**src/rtl/boot_pkg.sv**
```systemverilog
// Shared types and helpers for the CPU boot/run controller.
// Latency: n/a (types, constants and a pure function only).
// Backpressure: n/a.
// Contents: boot_state_t FSM encoding, default widths, reg_init_val().
package boot_pkg;

  localparam int DEF_DATA_WIDTH = 32;
  localparam int DEF_ADDR_WIDTH = 8;
  localparam int DEF_REG_COUNT  = 32;
  localparam int INIT_VAL_WIDTH = 32;

  typedef enum logic [2:0] {
    ST_IDLE     = 3'd0,
    ST_REG_INIT = 3'd1,
    ST_LOAD     = 3'd2,
    ST_RUN      = 3'd3,
    ST_DONE     = 3'd4
  } boot_state_t;

  // Value written into register idx while initialising the register file.
  // Mode 0 clears everything; mode 1 loads the index, except that r0 stays 0.
  function automatic logic [INIT_VAL_WIDTH-1:0] reg_init_val(input int mode,
                                                             input int unsigned idx);
    if (mode == 0 || idx == 0) return '0;
    return INIT_VAL_WIDTH'(idx);
  endfunction

endpackage

```
**src/rtl/boot_counter.sv**
```systemverilog
// Up-counter with synchronous clear, enable, terminal-count flag, optional saturation.
// Latency: count updates one edge after clear/en; tc is a decode of the count register.
// Backpressure: none; the caller gates en.
// Ports: clock, reset (async active-low), clear, en -> count[WIDTH], tc (count == TC_VALUE).
module boot_counter #(
  parameter int               WIDTH    = 8,
  parameter logic [WIDTH-1:0] TC_VALUE = '1,
  parameter bit               SATURATE = 1'b0
) (
  input  logic             clock,
  input  logic             reset,
  input  logic             clear,
  input  logic             en,
  output logic [WIDTH-1:0] count,
  output logic             tc
);

  always_ff @(posedge clock or negedge reset) begin
    if (!reset) begin
      count <= '0;
    end else if (clear) begin
      count <= '0;
    end else if (en && !(SATURATE && (count == '1))) begin
      count <= count + WIDTH'(1);
    end
  end

  assign tc = (count == TC_VALUE);

endmodule

```
**src/rtl/cpu_boot_ctrl.sv**
```systemverilog
// Boot/run controller: holds the CPU in reset, initialises the register file,
//   streams a program image into memory, then releases the CPU.
// Latency: start -> first rf write 1 cycle; accepted word -> memory write 1 cycle;
//   last word -> cpu_reset release 2 cycles after its accept.
// Backpressure: load_ready high only in LOAD until the last word is taken.
// Ports: clock, reset (async active-low), start; load_valid/load_ready/load_data/load_last;
//   mem_we/mem_addr/mem_wdata; rf_we/rf_addr/rf_wdata; cpu_reset, busy, done, overflow, cycle_count.
// Option: define BOOT_WATCHDOG_EN to leave RUN for DONE after RUN_CYCLES cycles.
module cpu_boot_ctrl
  import boot_pkg::*;
#(
  parameter int  DATA_WIDTH    = DEF_DATA_WIDTH,
  parameter int  ADDR_WIDTH    = DEF_ADDR_WIDTH,
  parameter int  REG_COUNT     = DEF_REG_COUNT,
  parameter int  REG_INIT_MODE = 1,
  parameter int  RUN_CYCLES    = 10,
  localparam int RW            = (REG_COUNT > 1) ? $clog2(REG_COUNT) : 1,
  localparam int MAW           = ADDR_WIDTH + 2
) (
  input  logic                  clock,
  input  logic                  reset,
  input  logic                  start,
  input  logic                  load_valid,
  output logic                  load_ready,
  input  logic [DATA_WIDTH-1:0] load_data,
  input  logic                  load_last,
  output logic                  mem_we,
  output logic [MAW-1:0]        mem_addr,
  output logic [DATA_WIDTH-1:0] mem_wdata,
  output logic                  rf_we,
  output logic [RW-1:0]         rf_addr,
  output logic [DATA_WIDTH-1:0] rf_wdata,
  output logic                  cpu_reset,
  output logic                  busy,
  output logic                  done,
  output logic                  overflow,
  output logic [31:0]           cycle_count
);

`ifdef BOOT_WATCHDOG_EN
  localparam bit WDOG_EN = 1'b1;
`else
  localparam bit WDOG_EN = 1'b0;
`endif

  boot_state_t         state, state_nxt;
  logic                start_go;
  logic                accept;
  logic                reg_en, reg_tc;
  logic                word_en, wrapped;
  logic                run_en, run_tc, run_exit;
  logic [ADDR_WIDTH:0] word_idx;

  // start is only honoured when no sequence is in flight.
  assign start_go = start && ((state == ST_IDLE) || (state == ST_DONE));
  // load_ready is a registered output, so the handshake never depends
  // combinationally on load_valid.
  assign accept   = (state == ST_LOAD) && load_ready && load_valid;
  assign run_exit = WDOG_EN && (state == ST_RUN) && run_tc;

  assign reg_en   = (state == ST_REG_INIT) && !reg_tc;
  assign word_en  = accept && !wrapped;
  assign run_en   = (state == ST_RUN) && !run_exit;

  // Register index drives rf_addr directly; it holds at the last index.
  boot_counter #(
    .WIDTH    (RW),
    .TC_VALUE (RW'(REG_COUNT - 1)),
    .SATURATE (1'b0)
  ) u_reg_idx (
    .clock (clock),
    .reset (reset),
    .clear (start_go),
    .en    (reg_en),
    .count (rf_addr),
    .tc    (reg_tc)
  );

  // One spare MSB: tc marks that the index has run past the last memory word.
  boot_counter #(
    .WIDTH    (ADDR_WIDTH + 1),
    .TC_VALUE ({1'b1, {ADDR_WIDTH{1'b0}}}),
    .SATURATE (1'b0)
  ) u_word_idx (
    .clock (clock),
    .reset (reset),
    .clear (start_go),
    .en    (word_en),
    .count (word_idx),
    .tc    (wrapped)
  );

  // Run-cycle counter; holds on the exit edge so DONE shows the last RUN count.
  boot_counter #(
    .WIDTH    (32),
    .TC_VALUE (32'(RUN_CYCLES - 1)),
    .SATURATE (1'b1)
  ) u_run_cnt (
    .clock (clock),
    .reset (reset),
    .clear (start_go),
    .en    (run_en),
    .count (cycle_count),
    .tc    (run_tc)
  );

  always_ff @(posedge clock or negedge reset) begin
    if (!reset) state <= ST_IDLE;
    else        state <= state_nxt;
  end

  always_comb begin
    state_nxt = state;
    unique case (state)
      ST_IDLE, ST_DONE: if (start) state_nxt = ST_REG_INIT;
      ST_REG_INIT:      if (reg_tc) state_nxt = ST_LOAD;
      ST_LOAD: begin
        if (accept && wrapped) state_nxt = ST_DONE;
        // load_ready drops once the last word is taken; the following
        // cycle carries that word's write, then RUN begins.
        else if (!load_ready)  state_nxt = ST_RUN;
      end
      ST_RUN:           if (run_exit) state_nxt = ST_DONE;
      default:          state_nxt = ST_IDLE;
    endcase
  end

  // Status outputs are registered from the next state so they change on the
  // same edge as the state register and never glitch.
  always_ff @(posedge clock or negedge reset) begin
    if (!reset) begin
      load_ready <= 1'b0;
      mem_we     <= 1'b0;
      mem_addr   <= '0;
      mem_wdata  <= '0;
      rf_we      <= 1'b0;
      rf_wdata   <= '0;
      cpu_reset  <= 1'b0;
      busy       <= 1'b0;
      done       <= 1'b0;
      overflow   <= 1'b0;
    end else begin
      mem_we     <= 1'b0;
      rf_we      <= (state_nxt == ST_REG_INIT);
      load_ready <= (state_nxt == ST_LOAD) && !(accept && load_last);
      busy       <= state_nxt inside {ST_REG_INIT, ST_LOAD, ST_RUN};
      done       <= (state_nxt == ST_DONE);
      cpu_reset  <= (state_nxt == ST_RUN);

      // rf_wdata tracks the value for the index the counter will hold next.
      if (start_go) begin
        overflow <= 1'b0;
        rf_wdata <= DATA_WIDTH'(reg_init_val(REG_INIT_MODE, 32'd0));
      end else if (reg_en) begin
        rf_wdata <= DATA_WIDTH'(reg_init_val(REG_INIT_MODE, 32'(rf_addr) + 32'd1));
      end

      if (accept) begin
        if (wrapped) begin
          overflow <= 1'b1;
        end else begin
          mem_we    <= 1'b1;
          mem_addr  <= MAW'({word_idx, 2'b00});
          mem_wdata <= load_data;
        end
      end
    end
  end

endmodule

```
**config.mk**
```make
export PLATFORM = sky130hd
export DESIGN_NAME = cpu_boot_ctrl
export DESIGN_NICKNAME = d
export VERILOG_FILES = /design/src/rtl/boot_pkg.sv /design/src/rtl/boot_counter.sv /design/src/rtl/cpu_boot_ctrl.sv
export SDC_FILE = /design/constraint.sdc
export NUM_CORES = 1
export LEC_CHECK = 0
export BUFFER_PORTS_ARGS = -buffer_cell sky130_fd_sc_hd__buf_2
export CORE_ASPECT_RATIO = 1.75
export CORE_UTILIZATION = 35
export CTS_BUF_LIST = sky130_fd_sc_hd__clkbuf_4 sky130_fd_sc_hd__clkbuf_8
export CTS_CLUSTER_SIZE = 8
export DETAILED_ROUTE_END_ITERATION = 6
export GPL_ROUTABILITY_DRIVEN = 0
export SETUP_SLACK_MARGIN = 0.5
export SYNTH_ARGS = -nofsm -noshare
export SYNTH_HDL_FRONTEND = slang
export SYNTH_SLANG_ARGS = --single-unit
```
**constraint.sdc**
```tcl
create_clock -name clock -period 5.45 [get_ports clock]
set_clock_uncertainty 0.05 [all_clocks]
set_input_delay 0.2725 -clock clock [delete_from_list [all_inputs] [get_ports clock]]
set_output_delay 0.2725 -clock clock [all_outputs]
set_load 0.03 [all_outputs]
```
# After elaboration in Yosys (flattened, before gate mapping)
# Index checks and enable logic that the tools add are counted.
[word_totals] ff_bits=128 input_bits=37 output_inout_bits=118 word_cells=75
[classes] n_addsub=4 eq_ne=11 mux=23 bitwise_logic=1 reduce_logical=22
[op_table] operator="two-way mux 32 bit" count=6
[op_table] operator="adder 32 x 1 -> 32 bit (second input constant)" count=1
[op_table] operator="== test 32 bit (second input constant)" count=1
[op_table] operator="zero test 32 bit" count=1
[op_table] operator="two-way mux 9 bit" count=2
[op_table] operator="== test 3 x 2 -> 1 bit (second input constant)" count=4
[op_table] operator="two-way mux 3 bit" count=4
[op_table] operator="case mux 3 bit (4 select lines)" count=1
[op_table] operator="two-way mux 5 bit" count=2
[op_table] operator="adder 9 x 1 -> 9 bit (second input constant)" count=1
[op_table] operator="== test 9 bit (second input constant)" count=1
[op_table] operator="logical AND 1 bit" count=9
[op_table] operator="two-way mux 1 bit" count=8
[op_table] operator="adder 5 x 1 -> 6 bit (second input constant)" count=1
[op_table] operator="== test 3 x 1 -> 1 bit (second input constant)" count=2
[op_table] operator="== test 3 bit (second input constant)" count=2
[op_table] operator="nonzero test 2 bit" count=3
[op_table] operator="adder 5 x 1 -> 5 bit (second input constant)" count=1
[op_table] operator="== test 5 bit (second input constant)" count=1
[op_table] operator="zero test 1 bit" count=4
[op_table] operator="zero test 3 bit" count=1
[op_table] operator="nonzero test 3 bit" count=1
[op_table] operator="AND reduction 2 bit" count=1
[op_table] operator="OR reduction 2 bit" count=1
[op_table] operator="other kinds (2)" count=2

# Logic depth before layout (Yosys ltp)
# Gate-level depths: netlist of the first run.
[depth] word_depth=8 depth_mapped=9 mapped_depth_nobuf=8

# Hierarchy
# A second synthesis of the first run with hierarchy kept.
[unflattened] hier_cells=467 area_unflattened_um2=5136.2
[by_module_without_submodules] module="cpu_boot_ctrl" instances=1 cells_per_inst=181 area_per_inst_um2=2456.1 seq_area_each_um2=1401.3
[by_module_without_submodules] module="boot_counter (u_run_cnt)" instances=1 cells_per_inst=215 area_per_inst_um2=1921.8 seq_area_each_um2=800.8
[by_module_without_submodules] module="boot_counter (u_word_idx)" instances=1 cells_per_inst=49 area_per_inst_um2=481.7 seq_area_each_um2=225.2
[by_module_without_submodules] module="boot_counter (u_reg_idx)" instances=1 cells_per_inst=22 area_per_inst_um2=276.5 seq_area_each_um2=125.1

# Worst setup path before layout of the first run
# OpenSTA, ideal clock, no wires.
[synth_timing] path_type="register -> register" start="reg rf_wdata[0] (netlist name)" end="reg u_reg_idx.count[2]" setup_time_ns=0.143 arrival_ns=2.343 required_ns=5.257 path_slack_ns=2.915 stages_incl_launch_ff=8 path_buffers=0 period_less_slack_ns=2.535 path_cell_list="dfrtp_1 > ha_1 > and3_1 > ha_1 > nor4b_1 > nor2_1 > o21ai_0 > o21ai_0"
[synth_lines] element="end signal, assigned" line="boot_counter.sv:24" source="count <= count + WIDTH'(1);"
[synth_lines] element="end, declared" line="boot_counter.sv:14" source="output logic [WIDTH-1:0] count,"

==> impl_metrics.toml, run 1 <==
[timing]
final-setup-viol-count = 0
finalSetupTns_ns = 0
layout_min_cycle_time_ns = 2.804
post-route-period-util_pct = 51.46
holdWs_ns = 0.04272
rsz0062_at_grt = "false"
relSlewSlack_pct = 38.05
hold_viol = 0
max_freq_mhz = 356.6
maxSlewViolCount = 0
worst_pin_slew_ns = 0.9163

[global_route]
grt_usage_pct = 16.08
grt_max_degree = 73
grt_pass1_wl_microns = 18410
grt.overflow.total = 0
antenna_found_initial = 0
grt_pass1_vias = 3918

[yosys]
yosysTopAreaCell = "dfrtp_1"
ys_ff_latch = 99
syn_area_sq_um = 4760
yosysWarnings = 0
netlist_top_cells_count = "145 x nand2_1, 99 x dfrtp_1, 31 x buf_4"
seq_area_frac_synth_pct = 52.05
synth_top_area_share_pct = 52.05
synth-edff-count = 0
yosysUniqueCellTypes = 55
async_flop_share_pct = 100.0
avgSynthCellArea_sq_um = 9.406
synth_area_leaders = "dfrtp_1 52%, nand2_1 11%, buf_4 4.9%"
post-synth-top-count-cell = "nand2_1"
synth_flop_cell = "dfrtp_1"
syn_inst = 506

[layout]
antennaDiodeCount = 0
multiInputGateArea_sq_um = 2004
syn2layout_area_growth_pct = 17.93
nNetsFinal = 668
drive_above_1_share_pct = 24.72
n_fill_cell = 1358
register_area_sq_um = 2477

[power_and_ir_drop]
p_leak_uw = 0.002905
ir_drop_uv = 117.6
power_density_nw_per_um2 = 228.7

[critical_path]
cp.required_ns = 5.65
crit_path_end_kind = "register"
worst_setup_path_start_kind = "register"
crit_fanout = 10
crit_type = "reg -> reg"
worstPathArrival_ns = 3.01
reg2reg_slack_ns = 2.65

[clock_network]
clock_latency_ns = 0.36
cts_tree = "yes"
cts_buffers = 9
cts_resized = 0
cts_buffer_depth = 2
clockRootBuffer = "clkbuf_8"
clk_pin_slew_ns = 0.11
cts_sinks = 99
htreeDepth = 3

[die]
die_x_microns = 90.15
die_height_microns = 156.3
floorplan.initialDensity_pct = 35.75
design.die.area_sq_um = 14090
pin_count = 155
core_area_sq_um = 13310
rows = 56

[outcome]
status = "finished clean"

[place]
post-dp-hpwl_microns = 7925
io_buffers = 126

[drt]
drtAntennaViolNets = 0
drt-wirelength-per-cell_microns = 13.85
wl_microns = 11150
route.detailed.drc = 0
vias_per_cell = 4.913
first_iter_violations = 132
via_count = 3955
drt_pass1_iterations = 4

[hold_path]
min_path_type = "in -> reg"

[job]
max_cap_violations = 0
[layout by cell type (no fill, tap or decap), types with 3 or more instances in the layout]
cell	n
or4_2	4
conb_1	28
buf_4	5
ha_1	5
and4_1	7
o21ai_0	25
clkbuf_8	10
o31ai_1	10
a21oi_1	20
inv_1	9
and3_1	5
inv_6	3
nor3_1	6
nor2_1	22
nand4_1	15
xnor2_1	11
nand2_1	145
buf_2	125
or4_1	7
dfrtp_1	99
nand3_1	12
or3_1	10
o211ai_1	4
xor2_1	4
and2_1	3
[power breakdown]
group | switching (uW) | internal [uW]
sequential | 0 | 734
combinational | 43.8 | 10.3
clock | 267 | 229
[layer usage]
| metal | wire, microns | part of all wire (%) | GRT usage, % |
|---|---|---|---|
| met2 | 5819 | 52 | 29.52 |
| met5 | 0 | 0 | 0 |
| met4 | 229 | 2.1 | 6.912 |
| met1 | 4466 | 40 | 17.70 |
| met3 | 632 | 5.7 | 3.547 |
[critical path: stages (launching register included)]
cell	delay, ns
dfrtp_1	0.48
ha_1	0.30
and3_1	0.21
ha_1	0.20
nor4b_1	0.76
nor2_1	0.34
o21ai_0	0.24
o21ai_0	0.10
[what timing repair did]
| item | CTS | global route |
|---|---|---|
| hold buffers | 1 | 0 |
| hold endpoints to repair | 27 | 0 |
| setup buffers | 0 | 0 |
[sequential cells by signal, summed over array words and instances, names as in the netlist, 2 cells and up]
signal and count:
state 3, u_word_idx.count 9, mem_wdata 32, u_run_cnt.count 32
rf_wdata 6, u_reg_idx.count 2, mem_addr 8
[metrics by stage]
stage               utilization, %  worst slack (ns)  power (uW)  std cells  instance area, sq um
global route                 42.16             2.413        1340        805                  5613
finish                       42.16             2.646        1284        805                  5613
CTS                          42.16             2.668        1310        805                  5613
floorplan                        -             2.915       789.5        533                  4861
detailed placement           40.54             2.676       803.2        788                  5396
global placement             40.54             2.789       802.4        788                  5396
[worst paths after layout]
kind,start,to,depth (start not counted)
max,rf_wdata[0]$_DFFE_PN0P_,u_reg_idx.count[2]$_DFFE_PN0P_,7
min,load_data[14],mem_wdata[14]$_DFFE_PN0P_,3
max reg2reg,rf_wdata[0]$_DFFE_PN0P_,u_reg_idx.count[2]$_DFFE_PN0P_,7
min reg2reg,mem_wdata[24]$_DFFE_PN0P_,mem_wdata[24]$_DFFE_PN0P_,2
max in group asynchronous,reset,mem_wdata[9]$_DFFE_PN0P_,3
min in group asynchronous,reset,u_word_idx.count[4]$_DFFE_PN0P_,2
[area by class of cell]
| type | count | area share (%) |
|---|---|---|
| clock buffer | 10 | 2.452 |
| clock inverter | 6 | 1.226 |
| inverter | 9 | 0.6019 |
| multi-input combinational | 376 | 35.71 |
| sequential | 99 | 44.14 |
| tap | 174 | 3.879 |
| timing repair buffer | 131 | 11.99 |
[cell families after synthesis]
family / Yosys count / share of synthesized area, %
muxes: 2 / 0.4206
xor gates and xnor gates: 15 / 2.760
DFF: 99 / 52.05
and+or+nand+nor: 251 / 25.37
AOI/OAI and AO/OA: 75 / 10.04
buffers and inverters: 58 / 7.965
other: 1 / 0.07879
adders and majority gates: 5 / 1.314
Note: power is estimated with default switching activity, not from simulation.
==> inputs of run 2 (changes only) <==
==> constraint.sdc (replaced) <==
create_clock -name clock -period 2.7 [get_ports clock]
set_clock_uncertainty 0.05 [all_clocks]
set_input_delay 0.135 -clock clock [delete_from_list [all_inputs] [get_ports clock]]
set_output_delay 0.135 -clock clock [all_outputs]
set_load 0.03 [all_outputs]
==> run 2 against run 1 <==
Net effect: clock power rose by 120%; via count grew 8.3%; critical path type unchanged; register-to-register slack worse by 2.1 ns; combinational power rose to 2.8 times the previous value; wire length rose by 14%; largest power group unchanged; core utilization is 6.4 points higher; sequential power increased by 100%.
==> impl_metrics.toml, run 2 (same netlist as run 1, synthesis figures left out) <==
[die]
floorplan.initialDensity_pct = 35.75
core_area_sq_um = 13310
pin_count = 155
rows = 56
design.die.area_sq_um = 14090
die_x_microns = 90.15
die_height_microns = 156.3

[place]
place_ws_ns = 0.3925
post_dp_cell_area_sq_um = 5474
io_buffers = 126
post-dp-hpwl_microns = 8323

[critical_path]
path_cells = "inv_2 > ha_4 > or4bb_4 > o211ai_1 > inv_2 > buf_4 > xnor2_1 > nor2_1"
crit_fanout = 7
crit_type = "reg -> reg"
slowest_stage = "or4bb_4"
cp.required_ns = 2.89
critical_path.most_common_cell = "inv_2"
crit_path_end_kind = "register"
worst_setup_path_start_kind = "register"
worstPathArrival_ns = 2.33
reg2reg_slack_ns = 0.56
max_stage_delay_ns = 0.45

[timing]
worst_pin_slew_ns = 0.6281
maxSlewViolCount = 0
layout_min_cycle_time_ns = 2.136
rsz0062_at_grt = "true"
final-setup-viol-count = 0
layout_setup_ws_ns = 0.5639
relSlewSlack_pct = 57.80
finalSetupTns_ns = 0
max_freq_mhz = 468.1
hold_viol = 0
post-route-period-util_pct = 79.12

[layout]
drive_above_1_share_pct = 31.38
final_cell_mix = "145 x nand2_1, 125 x buf_2, 94 x dfrtp_1"
antennaDiodeCount = 0
design_area_sq_um = 6459
nNetsFinal = 735
syn2layout_area_growth_pct = 35.70
layout_commonest_cell = "nand2_1"
reg.largest.list = "mem_wdata (32), u_run_cnt.count (32), u_word_idx.count (9)"

[global_route]
grt_pass1_wl_microns = 19600
grt_usage_pct = 17.14
antenna_found_initial = 0
grt_pass1_vias = 4118
grt.overflow.total = 0
grt_max_degree = 57

[power_and_ir_drop]
power_density_nw_per_um2 = 423.0
ir_drop_uv = 267.0
p_leak_uw = 0.003271

[clock_network]
htreeDepth = 3
clock_latency_ns = 0.37
clockRootBuffer = "clkbuf_8"
cts_sinks = 99
cts_tree = "yes"
clk_pin_slew_ns = 0.10
cts_buffers = 9
cts_buffer_depth = 2

[drt]
wl_microns = 12670
drt_pass1_iterations = 4
route.detailed.drc = 0
drt-wirelength-per-cell_microns = 14.53
via_count = 4284
drtAntennaViolNets = 0
vias_per_cell = 4.913
first_iter_violations = 186

[outcome]
status = "finished clean"

[hold_path]
min_path_type = "in -> reg"

[job]
max_cap_violations = 0
run 2: cell count changes in the layout (fill, tap and decap cells not counted), sizes merged:
cell / before / now
bufinv: 1 / 2
clkinv: 1 / 0
buf: 130 / 159
dlygate4sd3: 1 / 35
clkbuf: 10 / 14
clkinvlp: 1 / 2
inv: 12 / 11
run 2: area by class of cell:
type / instances / area, sq um
Sequential cell: 99 / 2484
Fill cell: 1271 / 6854
Timing Repair Buffer: 198 / 1396
Clock inverter: 6 / 95.09
Clock buffer: 10 / 137.6
Multi-Input combinational cell: 376 / 2095
Inverter: 9 / 33.78
Tap cell: 174 / 217.7
run 2: repair_timing:
| item | 4_1_cts | 5_1_grt |
|---|---|---|
| setup endpoints to repair | 42 | 61 |
| cloned | 0 | 6 |
| pin swaps | 3 | 14 |
| resized for setup | 6 | 35 |
| hold buffers | 35 | 0 |
| buffers inserted | 7 | 13 |
| endpoints found under the hold margin | 77 | 0 |
run 2: worst paths after layout:
kind,endpoint,startpoint,cells past startpoint
worst max-delay path,u_word_idx.count[0]$_DFFE_PN0P_,u_word_idx.count[0]$_DFFE_PN0P_,8
worst min-delay path,state[2]$_DFF_PN0_,start,3
worst max register to register,u_word_idx.count[0]$_DFFE_PN0P_,u_word_idx.count[0]$_DFFE_PN0P_,8
worst min register to register,mem_wdata[22]$_DFFE_PN0P_,mem_wdata[22]$_DFFE_PN0P_,2
max in group asynchronous,u_run_cnt.count[4]$_DFFE_PN0P_,reset,3
min in group asynchronous,mem_wdata[19]$_DFFE_PN0P_,reset,2
run 2: where the power goes:
part           leakage, uW  total, uW  switching (uW)  internal, uW
clock network     0.000111       1100             543           557
registers          0.00124       1480               0          1480
logic              0.00192        150            95.5          54.9
total              0.00327       2730             639          2090
run 2: per-layer routing:
metal,vias to the layer above,global-route usage (%),wire (microns),share of wire (%)
met5,-,0,0,0
met2,136,30.90,6818,54
met1,2065,18.92,4876,38
met3,23,4.276,658,5.2
li1,2060,-,-,-
met4,0,7.680,318,2.5
run 2: critical path, delay by kind of cell (launching register included):
| family | cells | cell delay [ns] |
|---|---|---|
| compound gates | 1 | 0.33 |
| xor+xnor | 1 | 0.13 |
| buf+inv | 3 | 0.44 |
| flops | 1 | 0.44 |
| simple gates | 2 | 0.51 |
| fa+ha+maj | 1 | 0.11 |
run 2: through the flow:
stage / hold slack, ns / instances / power, uW / utilization (%)
after floorplan: -0.2106 / 533 / 1594 / -
after global placement: 0.1193 / 795 / 1622 / 41.12
after detailed placement: 0.1265 / 795 / 1623 / 41.12
after CTS: 0.04193 / 853 / 2781 / 46.02
after global routing: 0.1101 / 872 / 2847 / 48.52
final: 0.07537 / 872 / 2732 / 48.52
==> inputs of run 3 (changes only) <==
==> constraint.sdc (replaced) <==
create_clock -name clock -period 1.7 [get_ports clock]
set_clock_uncertainty 0.05 [all_clocks]
set_input_delay 0.085 -clock clock [delete_from_list [all_inputs] [get_ports clock]]
set_output_delay 0.085 -clock clock [all_outputs]
set_load 0.03 [all_outputs]
==> run 3 against run 2 <==
Net effect: the flow now finishes with violations (negative setup slack); global-route usage is 4.5 points higher; wire length is 24% higher; sequential share of layout area is 8.5 points lower; worst setup slack worse by 0.96 ns; sequential cell count stayed put; hold slack better by 0.067 ns; non-clock buffer count is 108 higher; clock-buffer cell count is 1 higher; die area stayed put; critical endpoint is now u_word_idx.count[6]$_DFFE_PN0P_.
==> impl_metrics.toml, run 3 (same netlist as run 1, synthesis figures left out) <==
[outcome]
status = "complete, but fails checks"
violations = "negative setup slack"

[critical_path]
max_stage_delay_ns = 0.42
reg2reg_slack_ns = -0.40
reg2reg_to = "u_word_idx.count[6]$_DFFE_PN0P_"
cp.buffers_inverters = 5
crit_fanout = 4
worstPathArrival_ns = 2.30
crit_path_start = "u_word_idx.count[0]$_DFFE_PN0P_"
worst-path-stages = 11
path_cells = "inv_2 > ha_1 > or4bb_1 > o211ai_1 > buf_4 > buf_6 > buf_6 > inv_6 > nand3_4 > xor2_1 > nor2_1"
crit_end = "u_word_idx.count[6]$_DFFE_PN0P_"
worst_setup_path_start_kind = "register"
slowest_stage = "dfrtp_1"
crit_type = "reg -> reg"
cp.required_ns = 1.90
r2r_start = "u_word_idx.count[0]$_DFFE_PN0P_"
crit_path_end_kind = "register"
crit_family = "buffers and inverters"
critical_path.most_common_cell = "buf_6"
reg2reg_depth = 11

[global_route]
grt.overflow.total = 0
grt_pass1_wl_microns = 23920
grt_usage_pct = 21.60
grt_pass1_vias = 5036
grt_max_degree = 34
antenna_found_initial = 0

[die]
die_x_microns = 90.15
floorplan.initialDensity_pct = 35.75
pin_count = 155
die_height_microns = 156.3
rows = 56
design.die.area_sq_um = 14090
core_area_sq_um = 13310

[power_and_ir_drop]
p_leak_uw = 0.004094
ir_drop_uv = 445.2
clkPwrFrac_pct = 35.6
power_density_nw_per_um2 = 482.9
p_int_uw = 3043
switching_share_pct = 24.76
p_sw_uw = 1001
comb_power_share_pct = 6.3
p_seq_share_pct = 58.2

[clock_network]
cts_tree = "yes"
cts_buffers = 9
clk_pin_slew_ns = 0.10
htreeDepth = 3
cts_buffer_depth = 2
clock_latency_ns = 0.36
cts_sinks = 99
clockRootBuffer = "clkbuf_8"

[timing]
layout_setup_ws_ns = -0.3998
finalSetupTns_ns = -24.01
maxSlewViolCount = 0
rsz0062_at_grt = "true"
hold_viol = 0
holdWs_ns = 0.1424
max_freq_mhz = 476.2
final-setup-viol-count = 93
layout_min_cycle_time_ns = 2.100
post-route-period-util_pct = 123.5

[layout]
fin_util_pct = 62.91
layout_commonest_cell = "nand2_1"
instances_no_fill = 981
syn2layout_area_growth_pct = 75.97
drive_above_1_share_pct = 52.54
antennaDiodeCount = 0
reg.largest.list = "mem_wdata (32), u_run_cnt.count (32), u_word_idx.count (9)"
final_cell_mix = "112 x nand2_1, 105 x buf_6, 85 x buf_2"
nNetsFinal = 844

[drt]
route.detailed.drc = 0
drt-wirelength-per-cell_microns = 16.05
drt_pass1_iterations = 6
drtAntennaViolNets = 0
wl_microns = 15740
via_count = 4851
first_iter_violations = 148
vias_per_cell = 4.945

[place]
place_ws_ns = -0.3698
io_buffers = 126
placed_cells = 879
post-dp-hpwl_microns = 9441

[hold_path]
min_path_type = "in -> async"

[job]
max_cap_violations = 0
==> run 3: cell count changes in the layout (fill, tap and decap cells not counted), sizes merged <==
cell,previous run,this run
buf,159,269
bufinv,2,0
clkbuf,14,12
clkinv,0,3
dlygate4sd3,35,36
inv,11,10
==> run 3: final cells by class <==
class                           count  area (sq um)
Clock inverter                      5         37.54
Tap cell                          174         217.7
Sequential cell                    99          2510
Fill cell                        1066          4937
Inverter                            9         46.29
Timing Repair Buffer              306          2939
Multi-Input combinational cell    376          2471
Timing Repair inverter              1         8.758
Clock buffer                       11         145.1
==> run 3: repair_timing <==
item | in CTS | in global routing
buffers inserted | 25 | 11
gates resized for setup | 165 | 113
pin swaps | 35 | 36
endpoints found under the hold margin | 122 | 0
endpoints found under the setup margin | 137 | 136
cloned | 13 | 1
hold buffers | 36 | 0
==> run 3: layer usage <==
layer | wire length (microns) | part of all wire [%] | global-route usage [%] | vias to the layer above
met3 | 555 | 3.5 | 2.721 | 34
met1 | 5523 | 35 | 22.07 | 2370
met2 | 9117 | 58 | 42.06 | 170
li1 | - | - | - | 2277
met4 | 547 | 3.5 | 11.67 | 0
met5 | 0 | 0 | 0 | -
==> run 3: power by group through the flow <==
| stage | clock, uW | sequential (uW) | combinational, uW |
|---|---|---|---|
| after floorplan | 0 | 2400 | 131 |
| after global placement | 0 | 2400 | 183 |
| after detailed placement | 0 | 2400 | 186 |
| after CTS | 1480 | 2350 | 251 |
| after global routing | 1580 | 2350 | 274 |
| final | 1440 | 2350 | 254 |
==> run 3: per-stage QoR <==
| stage | instance area (sq um) | power [uW] |
|---|---|---|
| after global routing | 8376 | 4205 |
| after CTS | 7884 | 4085 |
| final | 8376 | 4044 |
| after detailed placement | 6309 | 2585 |
| after floorplan | 5080 | 2531 |
| after global placement | 6309 | 2582 |
==> run 3: worst register-to-register path, delay by kind of cell, from the launching register on <==
kind	cells	cell delay, ns
buf+inv	5	0.53
simple gates	3	0.53
flops	1	0.42
compound gates	1	0.17
xor+xnor	1	0.17
fa+ha+maj	1	0.13
==> run 3: how the worst min path moves through the flow <==
stage	startpoint	end	slack [ns]	cells past startpoint
finish	reset	mem_wdata[19]$_DFFE_PN0P_	0.14	2
global route	reset	mem_wdata[23]$_DFFE_PN0P_	0.17	2
CTS	reset	mem_wdata[23]$_DFFE_PN0P_	0.13	2
detailed placement	reset	mem_wdata[23]$_DFFE_PN0P_	-0.004	1
global placement	reset	mem_wdata[19]$_DFFE_PN0P_	-0.006	1
floorplan	reset	busy$_DFF_PN0_	-0.26	0
